### src/rtl/pipe_stage_elastic.sv
// Elastic pipeline stage register carrying one packed stage bundle, with a valid/ready
// handshake, an optional two-entry skid buffer, and flush/hold/bubble pipeline control.
module pipe_stage_elastic #(
    parameter int                DATA_W      = 32,
    parameter logic [DATA_W-1:0] DEFAULT_VAL = '0,
    parameter bit                SKID_EN     = 1'b1,
    parameter int                HOLD_W      = 3,
    parameter int                STAGE_IDX   = 2
) (
    input  logic              sys_clk,
    input  logic              sys_arstn,
    input  logic              flag_flush,
    input  logic [HOLD_W-1:0] flag_hold,
    input  logic              in_valid,
    output logic              in_ready,
    input  logic [DATA_W-1:0] data_in,
    output logic              out_valid,
    input  logic              out_ready,
    output logic [DATA_W-1:0] data_out,
    output logic [1:0]        occupancy
);

    typedef enum logic [1:0] {
        S_EMPTY = 2'd0,
        S_ONE   = 2'd1,
        S_TWO   = 2'd2
    } state_e;

    state_e            state_q, state_d;
    logic [DATA_W-1:0] head_q, head_d;
    logic [DATA_W-1:0] skid_q, skid_d;
    logic              in_ready_q, in_ready_d;
    logic              run_q;

    logic hold;
    logic bubble;
    logic accept;
    logic emit;

    assign hold = flag_hold[STAGE_IDX];

    // The bubble bit belongs to the stage feeding us; stage 0 has no upstream stage.
    generate
        if (STAGE_IDX == 0) begin : g_no_bubble
            assign bubble = 1'b0;
        end else begin : g_bubble
            assign bubble = flag_hold[STAGE_IDX-1];
        end
    endgenerate

    // Only two bits of the shared vector are meaningful to this stage.
    logic unused_hold_bits;
    assign unused_hold_bits = ^flag_hold;

    assign accept = in_valid & in_ready & ~bubble & ~hold & ~flag_flush;
    assign emit   = out_valid & out_ready & ~hold & ~flag_flush;

    // State register
    always_ff @(posedge sys_clk or negedge sys_arstn) begin
        if (!sys_arstn) begin
            state_q    <= S_EMPTY;
            head_q     <= DEFAULT_VAL;
            skid_q     <= DEFAULT_VAL;
            in_ready_q <= 1'b0;
            run_q      <= 1'b0;
        end else begin
            state_q    <= state_d;
            head_q     <= head_d;
            skid_q     <= skid_d;
            in_ready_q <= in_ready_d;
            run_q      <= 1'b1;
        end
    end

    // Next-state logic; hold needs no branch of its own since it forces accept=emit=0.
    always_comb begin
        state_d = state_q;
        head_d  = head_q;
        skid_d  = skid_q;
        if (flag_flush) begin
            state_d = S_EMPTY;
            head_d  = DEFAULT_VAL;
            skid_d  = DEFAULT_VAL;
        end else begin
            unique case (state_q)
                S_EMPTY: begin
                    if (accept) begin
                        state_d = S_ONE;
                        head_d  = data_in;
                    end
                end
                S_ONE: begin
                    if (accept && !emit) begin
                        if (SKID_EN) begin
                            state_d = S_TWO;
                            skid_d  = data_in;
                        end else begin
                            head_d  = data_in;
                        end
                    end else if (emit && !accept) begin
                        state_d = S_EMPTY;
                        head_d  = DEFAULT_VAL;
                    end else if (emit && accept) begin
                        head_d  = data_in;
                    end
                end
                S_TWO: begin
                    if (emit) begin
                        state_d = S_ONE;
                        head_d  = skid_q;
                        skid_d  = DEFAULT_VAL;
                    end
                end
                default: begin
                    state_d = S_EMPTY;
                    head_d  = DEFAULT_VAL;
                    skid_d  = DEFAULT_VAL;
                end
            endcase
        end
        in_ready_d = (state_d != S_TWO);
    end

    // Outputs; run_q keeps the combinational ready low while reset is asserted.
    always_comb begin
        out_valid = (state_q != S_EMPTY);
        data_out  = out_valid ? head_q : DEFAULT_VAL;
        occupancy = state_q;
        if (SKID_EN) begin
            in_ready = in_ready_q;
        end else begin
            in_ready = run_q & ((state_q == S_EMPTY) | (out_ready & ~hold));
        end
    end

endmodule

### config.mk
export PLATFORM = sky130hd
export DESIGN_NAME = pipe_stage_elastic
export DESIGN_NICKNAME = d
export VERILOG_FILES = /design/src/rtl/pipe_stage_elastic.sv
export SDC_FILE = /design/constraint.sdc
export NUM_CORES = 1
export LEC_CHECK = 0
export ABC_AREA = 1
export CORE_ASPECT_RATIO = 0.8
export CORE_MARGIN = 2
export CORE_UTILIZATION = 48
export CTS_BUF_LIST = sky130_fd_sc_hd__clkbuf_16
export DETAILED_ROUTE_END_ITERATION = 8
export GPL_ROUTABILITY_DRIVEN = 0
export HOLD_SLACK_MARGIN = 0.1
export PLACE_DENSITY = 0.77
export SYNTH_ARGS = -nofsm -noshare
export SYNTH_HDL_FRONTEND = slang
export SYNTH_SLANG_ARGS = --single-unit
### constraint.sdc
create_clock -name sys_clk -period 1.9 [get_ports sys_clk]
set_input_delay 0.57 -clock sys_clk [delete_from_list [all_inputs] [get_ports sys_clk]]
set_output_delay 0.57 -clock sys_clk [all_outputs]
set_load 0.02 [all_outputs]
==> run_results.csv, run 1 <==
group,metric,value,unit
status,outcome,"finished with violations",
status,violations,"negative setup slack",
clocking,cts_tree,"yes",
final_layout,instances_no_fill,837,
synthesis,yosysUniqueCellTypes,17,
power,power_density,699,nW/um^2
power,worst_ir_drop_vdd,0.541,mV
worst_setup_path,crit_type,"register to primary output",
worst_setup_path,path_max_fanout,6,
sta,timing_worst_slew_pin_value,0.390,ns
sta,finalHoldViolCount,0,
final_layout,insertedDiodeCount,0,
placement,numPortBuffers,74,
synthesis,ys_seq_elements,67,
synthesis,synth_mux_area_share,0,%
clocking,clock_buffer_count_from_cts,9,
sta,timing.slew.headroom,74.0,%
synthesis,synth-compound-area-share,2.99,%
worst_setup_path,worstSetupStartpoint,"occupancy[0]",
global_route,grt_max_degree,68,
synthesis,main_combinational_cell_family_by_area_after_synthesis,"simple AND/OR/NAND/NOR gates",
final_layout,utilization,71.0,%
die,die_x,106,um
final_layout,multi_input_area,1940,um^2
synthesis,synth_xor_xnor_area_share,0,%
sta,timing.hold.ws,0.251,ns
synthesis,total_standard_cell_area_after_synthesis,4020,um^2
worst_setup_path,crit_path_end_kind,"primary output",
detailed_routing,dr.first_iter.drc_count,484,
sta,finalCriticalPeriod,1.96,ns
clocking,ctsRootBufferMaster,"sky130_fd_sc_hd__clkbuf_16",
detailed_routing,postRouteWirelength,12.5,mm
worst_setup_path,crit_arrival,1.39,ns
synthesis,synth-edff-count,0,
synthesis,ys_warn_count,0,
detailed_routing,overall_via_count_from_detail_route,4396,
placement,place.detailed.instances,812,
synthesis,ys_seq_area_share,41.7,%
flow_run,drv_cap,0,
worst_setup_path,rr_worst_depth,10,
detailed_routing,drt-pass1-iter-count,5,
global_route,grt_first_pass_wirelength,19.3,mm
detailed_routing,ant_nets,0,
worst_setup_path,cell_by_cell_trace_of_the_critical_path,"nor2_4, buf_12, clkbuf_16, nor2_2, buf_6",
sta,portion_of_the_clock_cycle_consumed_by_the_worst_path_in_the_final_layout,103,%
global_route,initial_antenna_violation_count,0,
sta,skew,0.00316,ns
worst_setup_path,critical_path.slowest_cell,"sky130_fd_sc_hd__dfrtp_1",
sta,maximum_clock_rate,511,MHz
die,dieHeight,85.9,um
global_route,first_global_vias,4077,
sta,finalSetupViolCount,32,
worst_setup_path,startpoint_type,"register",
detailed_routing,drc,0,
detailed_routing,drt-wirelength-per-cell,14.9,um
synthesis,post_synthesis_adder_cell_area_fraction,0,%
die,initial_utilization,50.1,%
sta,rsz0062_at_grt,"true",
min_path,hold_path_class,"input pin to async pin",
die,floorplan.core_area,8020,um^2
synthesis,post_synth_and_or_nand_nor_area_fraction,41.9,%
worst_setup_path,timing.critical_path.slowest_cell_delay,0.42,ns
clocking,cts_max_level,3,
final_layout,syn_to_final_growth,41.7,%
sta,timing.setup.tns,-1.38,ns
die,std_cell_rows,29,
worst_setup_path,timing.critical_path.required,1.33,ns
placement,place_hpwl,7.47,mm
final_layout,nets,765,
final_layout,area.sequential,1680,um^2
synthesis,syn_inst,629,
final_layout,fill_cells,625,
power,cellLeakagePower,3.05,nW
detailed_routing,drt-vias-per-instance,5.25,
die,io-pin-count,76,
clocking,postCtsHoldBufs,0,
clocking,register_clock_pin_slew_on_the_reported_worst_setup_and_hold_paths,0.06,ns
worst_setup_path,r2r-start,"occupancy[0]",
synthesis,synth_flop_cell,"sky130_fd_sc_hd__dfrtp_1",
global_route,global_route.usage.total,26.7,%
clocking,clk_latency_worst_skew_pair,0.33,ns
clocking,ctsLongestPathBuffers,2,
clocking,cts.sinks,67,
die,floorplan.die_area,9130,um^2
sta,report.final.slew_viol_count,0,
synthesis,postSynthAreaPerCell,6.39,um^2
synthesis,async_reset_ff_share,100,%
global_route,grt-ovfl-total,0,
synthesis,synth.net_count,669,
final_layout,drive_gt1_share,18.9,%
sta,layout_setup_ws,-0.0579,ns
## report_power, final
group / total (mW) / internal, mW / leakage [nW] / switching (mW)
clock: 1.78 / 1.14 / 0.144 / 0.635
combinational: 0.647 / 0.268 / 2.01 / 0.379
sequential: 1.56 / 1.51 / 0.899 / 0.0465
total: 3.98 / 2.92 / 3.05 / 1.06
## metrics by stage
step	cell area [um^2]	setup WS, ns	power, mW
detailed placement	5090	-0.461	2.15
floorplan	4030	-0.0213	1.87
finish	5700	-0.0579	3.98
global route	5700	-0.0867	4.12
global placement	5090	-0.418	2.13
CTS	5260	-0.171	3.91
## final timing paths
path | slack (ns) | end
max | -0.06 | data_out[26]
min | 0.25 | skid_q[23]
max reg2reg | 0.21 | head_q[18]
min reg2reg | 0.47 | skid_q[1]
max in group asynchronous | 1.35 | skid_q[17]
min in group sys_clk | 0.47 | skid_q[1]
## critical path: cells and delay by family (launching register included)
family / cells / cell delay (ns)
buffers and inverters: 3 / 0.44
DFF: 1 / 0.42
and+or+nand+nor: 2 / 0.19
## kinds of logic (layout without fill, tap and decap cells)
family,count (synthesis),in the layout
AND/OR/NAND/NOR,405,405
buffers and inverters,133,233
flip-flops,67,67
AO/OA/AOI/OAI,24,24
## state kept, by name (all words and copies together) (netlist names)
register   flops
skid_q        32
occupancy      2
head_q        32
in_ready       1
## synthesized netlist by cell type, types with 3 or more instances
cell | count | area [um^2]
sky130_fd_sc_hd__nand2_1 | 247 | 927
sky130_fd_sc_hd__inv_1 | 92 | 345
sky130_fd_sc_hd__nand3_1 | 68 | 340
sky130_fd_sc_hd__dfrtp_1 | 67 | 1680
sky130_fd_sc_hd__nor2_1 | 48 | 180
sky130_fd_sc_hd__nor3_1 | 32 | 160
sky130_fd_sc_hd__o21ai_0 | 23 | 115
sky130_fd_sc_hd__buf_2 | 18 | 90.1
sky130_fd_sc_hd__clkbuf_1 | 15 | 56.3
sky130_fd_sc_hd__buf_4 | 5 | 37.5
sky130_fd_sc_hd__nor2_2 | 4 | 25.0
sky130_fd_sc_hd__inv_2 | 3 | 11.3
## cells in the final DEF, fill, tap and decap left out
master	synthesis	routed
sky130_fd_sc_hd__a21oi_1	1	1
sky130_fd_sc_hd__buf_12	0	10
sky130_fd_sc_hd__buf_2	18	12
sky130_fd_sc_hd__buf_4	5	35
sky130_fd_sc_hd__buf_6	0	22
sky130_fd_sc_hd__bufinv_16	0	2
sky130_fd_sc_hd__clkbuf_16	0	13
sky130_fd_sc_hd__clkbuf_2	0	1
sky130_fd_sc_hd__clkdlybuf4s50_1	0	37
sky130_fd_sc_hd__clkinv_4	0	1
sky130_fd_sc_hd__clkinvlp_4	0	3
sky130_fd_sc_hd__dfrtp_1	67	67
sky130_fd_sc_hd__dlygate4sd2_1	0	1
sky130_fd_sc_hd__dlymetal6s2s_1	0	1
sky130_fd_sc_hd__inv_1	92	92
sky130_fd_sc_hd__inv_2	3	3
sky130_fd_sc_hd__nand2_1	247	245
sky130_fd_sc_hd__nand2_2	1	3
sky130_fd_sc_hd__nand3_1	68	65
sky130_fd_sc_hd__nand3_2	2	4
sky130_fd_sc_hd__nand3_4	0	1
sky130_fd_sc_hd__nand4_1	2	2
sky130_fd_sc_hd__nor2_1	48	25
sky130_fd_sc_hd__nor2_2	4	16
sky130_fd_sc_hd__nor2_4	1	12
sky130_fd_sc_hd__nor3_1	32	32
sky130_fd_sc_hd__o21ai_0	23	23
## layer usage
layer / vias to the layer above / track usage (%) / part of all wire (%)
li1: 2092 / - / -
met1: 2035 / 36.9 / 41
met2: 237 / 41.4 / 47
met3: 32 / 6.08 / 9.5
met4: 0 / 9.93 / 1.8
met5: - / 0 / 0
## cell type report
type | instances | share of cell area [%]
Tap cell | 108 | 2.37
Multi-Input combinational cell | 429 | 34.1
Sequential cell | 67 | 29.4
Inverter | 95 | 6.26
Timing Repair Buffer | 123 | 22.3
Clock inverter | 6 | 1.60
Clock buffer | 9 | 3.95
## timing repair
item                                    4_1_cts  5_1_grt
resized for setup                           133       90
cloned                                        0        5
endpoints found under the setup margin       67       84
pin swaps                                     0        4
setup buffers                                 0        5
Note: power is estimated with default switching activity, not from simulation.
==> run 2: changes to the inputs <==
CORE_UTILIZATION = 25   (was 48)
PLACE_DENSITY = unset   (was 0.77)
==> run 2 against run 1 <==
Net effect:
- the run still ends with negative setup slack left
- die area increased by 88%
- clock skew rose by 0.0028 ns
- sequential power is essentially flat
- worst hold slack worse by 0.016 ns
==> run_results.csv, run 2 (synthesis gave the netlist of run 1 again) <==
group,metric,value,unit
sta,timing_worst_slew_pin_value,0.382,ns
worst_setup_path,rr_worst_depth,12,
sta,report.final.slew_viol_count,0,
clocking,register_clock_pin_slew_on_the_reported_worst_setup_and_hold_paths,0.06,ns
power,power_density,691,nW/um^2
clocking,cts.sinks,67,
clocking,cts_max_level,3,
worst_setup_path,timing.critical_path.slowest_cell_delay,0.43,ns
sta,finalSetupViolCount,2,
final_layout,post-route-cell-area,5460,um^2
sta,finalCriticalPeriod,1.90,ns
global_route,global_route.usage.total,14.2,%
detailed_routing,drc,0,
die,initial_utilization,25.5,%
worst_setup_path,critical_path.reg2reg.endpoint,"head_q[27]",
power,combPwrFrac,15.7,%
flow_run,drv_cap,0,
placement,place_hpwl,7.97,mm
worst_setup_path,startpoint_type,"register",
clocking,postCtsHoldBufs,0,
final_layout,layout_common_cells,"sky130_fd_sc_hd__nand2_1 (247), sky130_fd_sc_hd__inv_1 (94), sky130_fd_sc_hd__nand3_1 (67), sky130_fd_sc_hd__dfrtp_1 (66), sky130_fd_sc_hd__nor2_1 (42)",
detailed_routing,ant_nets,0,
sta,timing.slew.headroom,74.3,%
detailed_routing,dr.first_iter.drc_count,340,
global_route,first_global_vias,3856,
placement,dp_slack,-0.317,ns
worst_setup_path,crit_arrival,1.33,ns
power,clkPwrFrac,43.1,%
final_layout,nets,755,
clocking,clk_latency_worst_skew_pair,0.33,ns
final_layout,insertedDiodeCount,0,
power,power.switching,1.02,mW
final_layout,fill_cells,1714,
final_layout,utilization,34.7,%
placement,numPortBuffers,74,
clocking,ctsRootBufferMaster,"sky130_fd_sc_hd__clkbuf_16",
clocking,cts_tree,"yes",
sta,portion_of_the_clock_cycle_consumed_by_the_worst_path_in_the_final_layout,100,%
worst_setup_path,r2r_slack,0.09,ns
final_layout,syn_to_final_growth,35.8,%
global_route,grt-ovfl-total,0,
final_layout,mostFrequentLayoutCell,"sky130_fd_sc_hd__nand2_1",
detailed_routing,drt-pass1-iter-count,5,
clocking,clock_buffer_count_from_cts,9,
status,outcome,"finished with violations",
power,worst_ir_drop_vdd,0.431,mV
sta,rsz0062_at_grt,"true",
die,io-pin-count,76,
sta,layout_setup_ws,-0.00213,ns
worst_setup_path,crit_path_end_kind,"primary output",
sta,skew,0.00594,ns
worst_setup_path,cell_by_cell_trace_of_the_critical_path,"nor2_4, buf_6, buf_6, nor2_2, buf_6",
clocking,ctsLongestPathBuffers,2,
detailed_routing,drt-vias-per-instance,4.28,
power,cell_internal_power_dissipation,2.75,mW
worst_setup_path,critical_path.slowest_cell,"sky130_fd_sc_hd__dfrtp_2",
final_layout,drive_gt1_share,14.4,%
worst_setup_path,crit_type,"register to primary output",
power,post-layout-total-power,3.77,mW
detailed_routing,postRouteWirelength,12.0,mm
global_route,grt_max_degree,68,
status,violations,"negative setup slack",
placement,dpl_cell_area,5190,um^2
worst_setup_path,timing.critical_path.mode_cell,"sky130_fd_sc_hd__buf_6",
global_route,initial_antenna_violation_count,0,
die,floorplan.die_area,17100,um^2
sta,finalHoldViolCount,0,
die,dieHeight,117,um
global_route,grt_first_pass_wirelength,19.7,mm
die,std_cell_rows,41,
worst_setup_path,r2r-start,"occupancy[0]",
detailed_routing,drt-wirelength-per-cell,12.8,um
min_path,hold_path_class,"input pin to async pin",
worst_setup_path,path_max_fanout,5,
detailed_routing,overall_via_count_from_detail_route,4006,
power,net_sw_share,27.0,%
die,floorplan.core_area,15700,um^2
power,sequentialPowerShare,41.2,%
worst_setup_path,timing.critical_path.required,1.33,ns
power,cellLeakagePower,2.95,nW
die,die_x,146,um
sta,maximum_clock_rate,526,MHz
## run 2: cell count changes in the layout (fill, tap and decap cells not counted), sizes merged
| cell | delta |
|---|---|
| buf | -8 |
| bufinv | -1 |
| clkbuf | -3 |
| clkdlybuf4s50 | -1 |
| clkinv | +2 |
| clkinvlp | -2 |
| dlygate4sd2 | +1 |
| dlymetal6s2s | +1 |
| inv | +2 |
## run 2: layer usage
metal	vias to the layer above	track usage (%)	share of wire (%)
met4	0	5.51	1.8
met3	15	2.53	6.0
met5	-	0	0
met1	1800	20.4	50
li1	2080	-	-
met2	111	21.1	42
## run 2: what timing repair did
item | 4_1_cts | 5_1_grt
setup endpoints to repair | 36 | 91
pin swaps | 0 | 2
gates resized for setup | 136 | 30
setup buffers | 1 | 1
gates cloned | 0 | 1
## run 2: cell type report
type	count	area, um^2	share of cell area [%]
clock buffer	9	225	4.13
clock inverter	7	61.3	1.12
inverter	95	357	6.53
multi-input combinational	429	1830	33.5
sequential	67	1680	30.7
tap	215	269	4.93
timing repair buffer	113	1040	19.1
## run 2: critical path, delay by kind of cell, from the launching register on
family | cells | cell delay [ns]
buffers and inverters | 3 | 0.37
DFF | 1 | 0.43
and+or+nand+nor | 2 | 0.19
## run 2: worst max path at each step
stage	endpoint	cells past startpoint	slack (ns)	start
after floorplan	data_out[10]	5	-0.02	occupancy[0]
after global placement	head_q[3]	8	-0.29	flag_flush
after detailed placement	head_q[13]	8	-0.32	flag_flush
after CTS	data_out[27]	4	-0.14	occupancy[1]
after global routing	data_out[16]	4	-0.07	occupancy[1]
final	data_out[4]	5	-0.002	occupancy[1]
## run 2: stage by stage
step                      hold slack [ns]  instances  TNS [ns]
after global routing                0.291        935     -1.45
final                               0.235        935  -0.00246
after global placement              0.455        916    -17.25
after detailed placement            0.459        916    -17.86
after floorplan                     0.274        629    -0.640
after CTS                           0.271        933    -0.236
## run 2: power by group through the flow
stage               registers [mW]  clock network, mW  logic [mW]
floorplan                     1.57                  0       0.306
global placement              1.58                  0       0.577
detailed placement            1.58                  0       0.579
CTS                           1.55               1.64       0.575
global route                  1.56               1.71       0.667
finish                        1.55               1.62       0.594
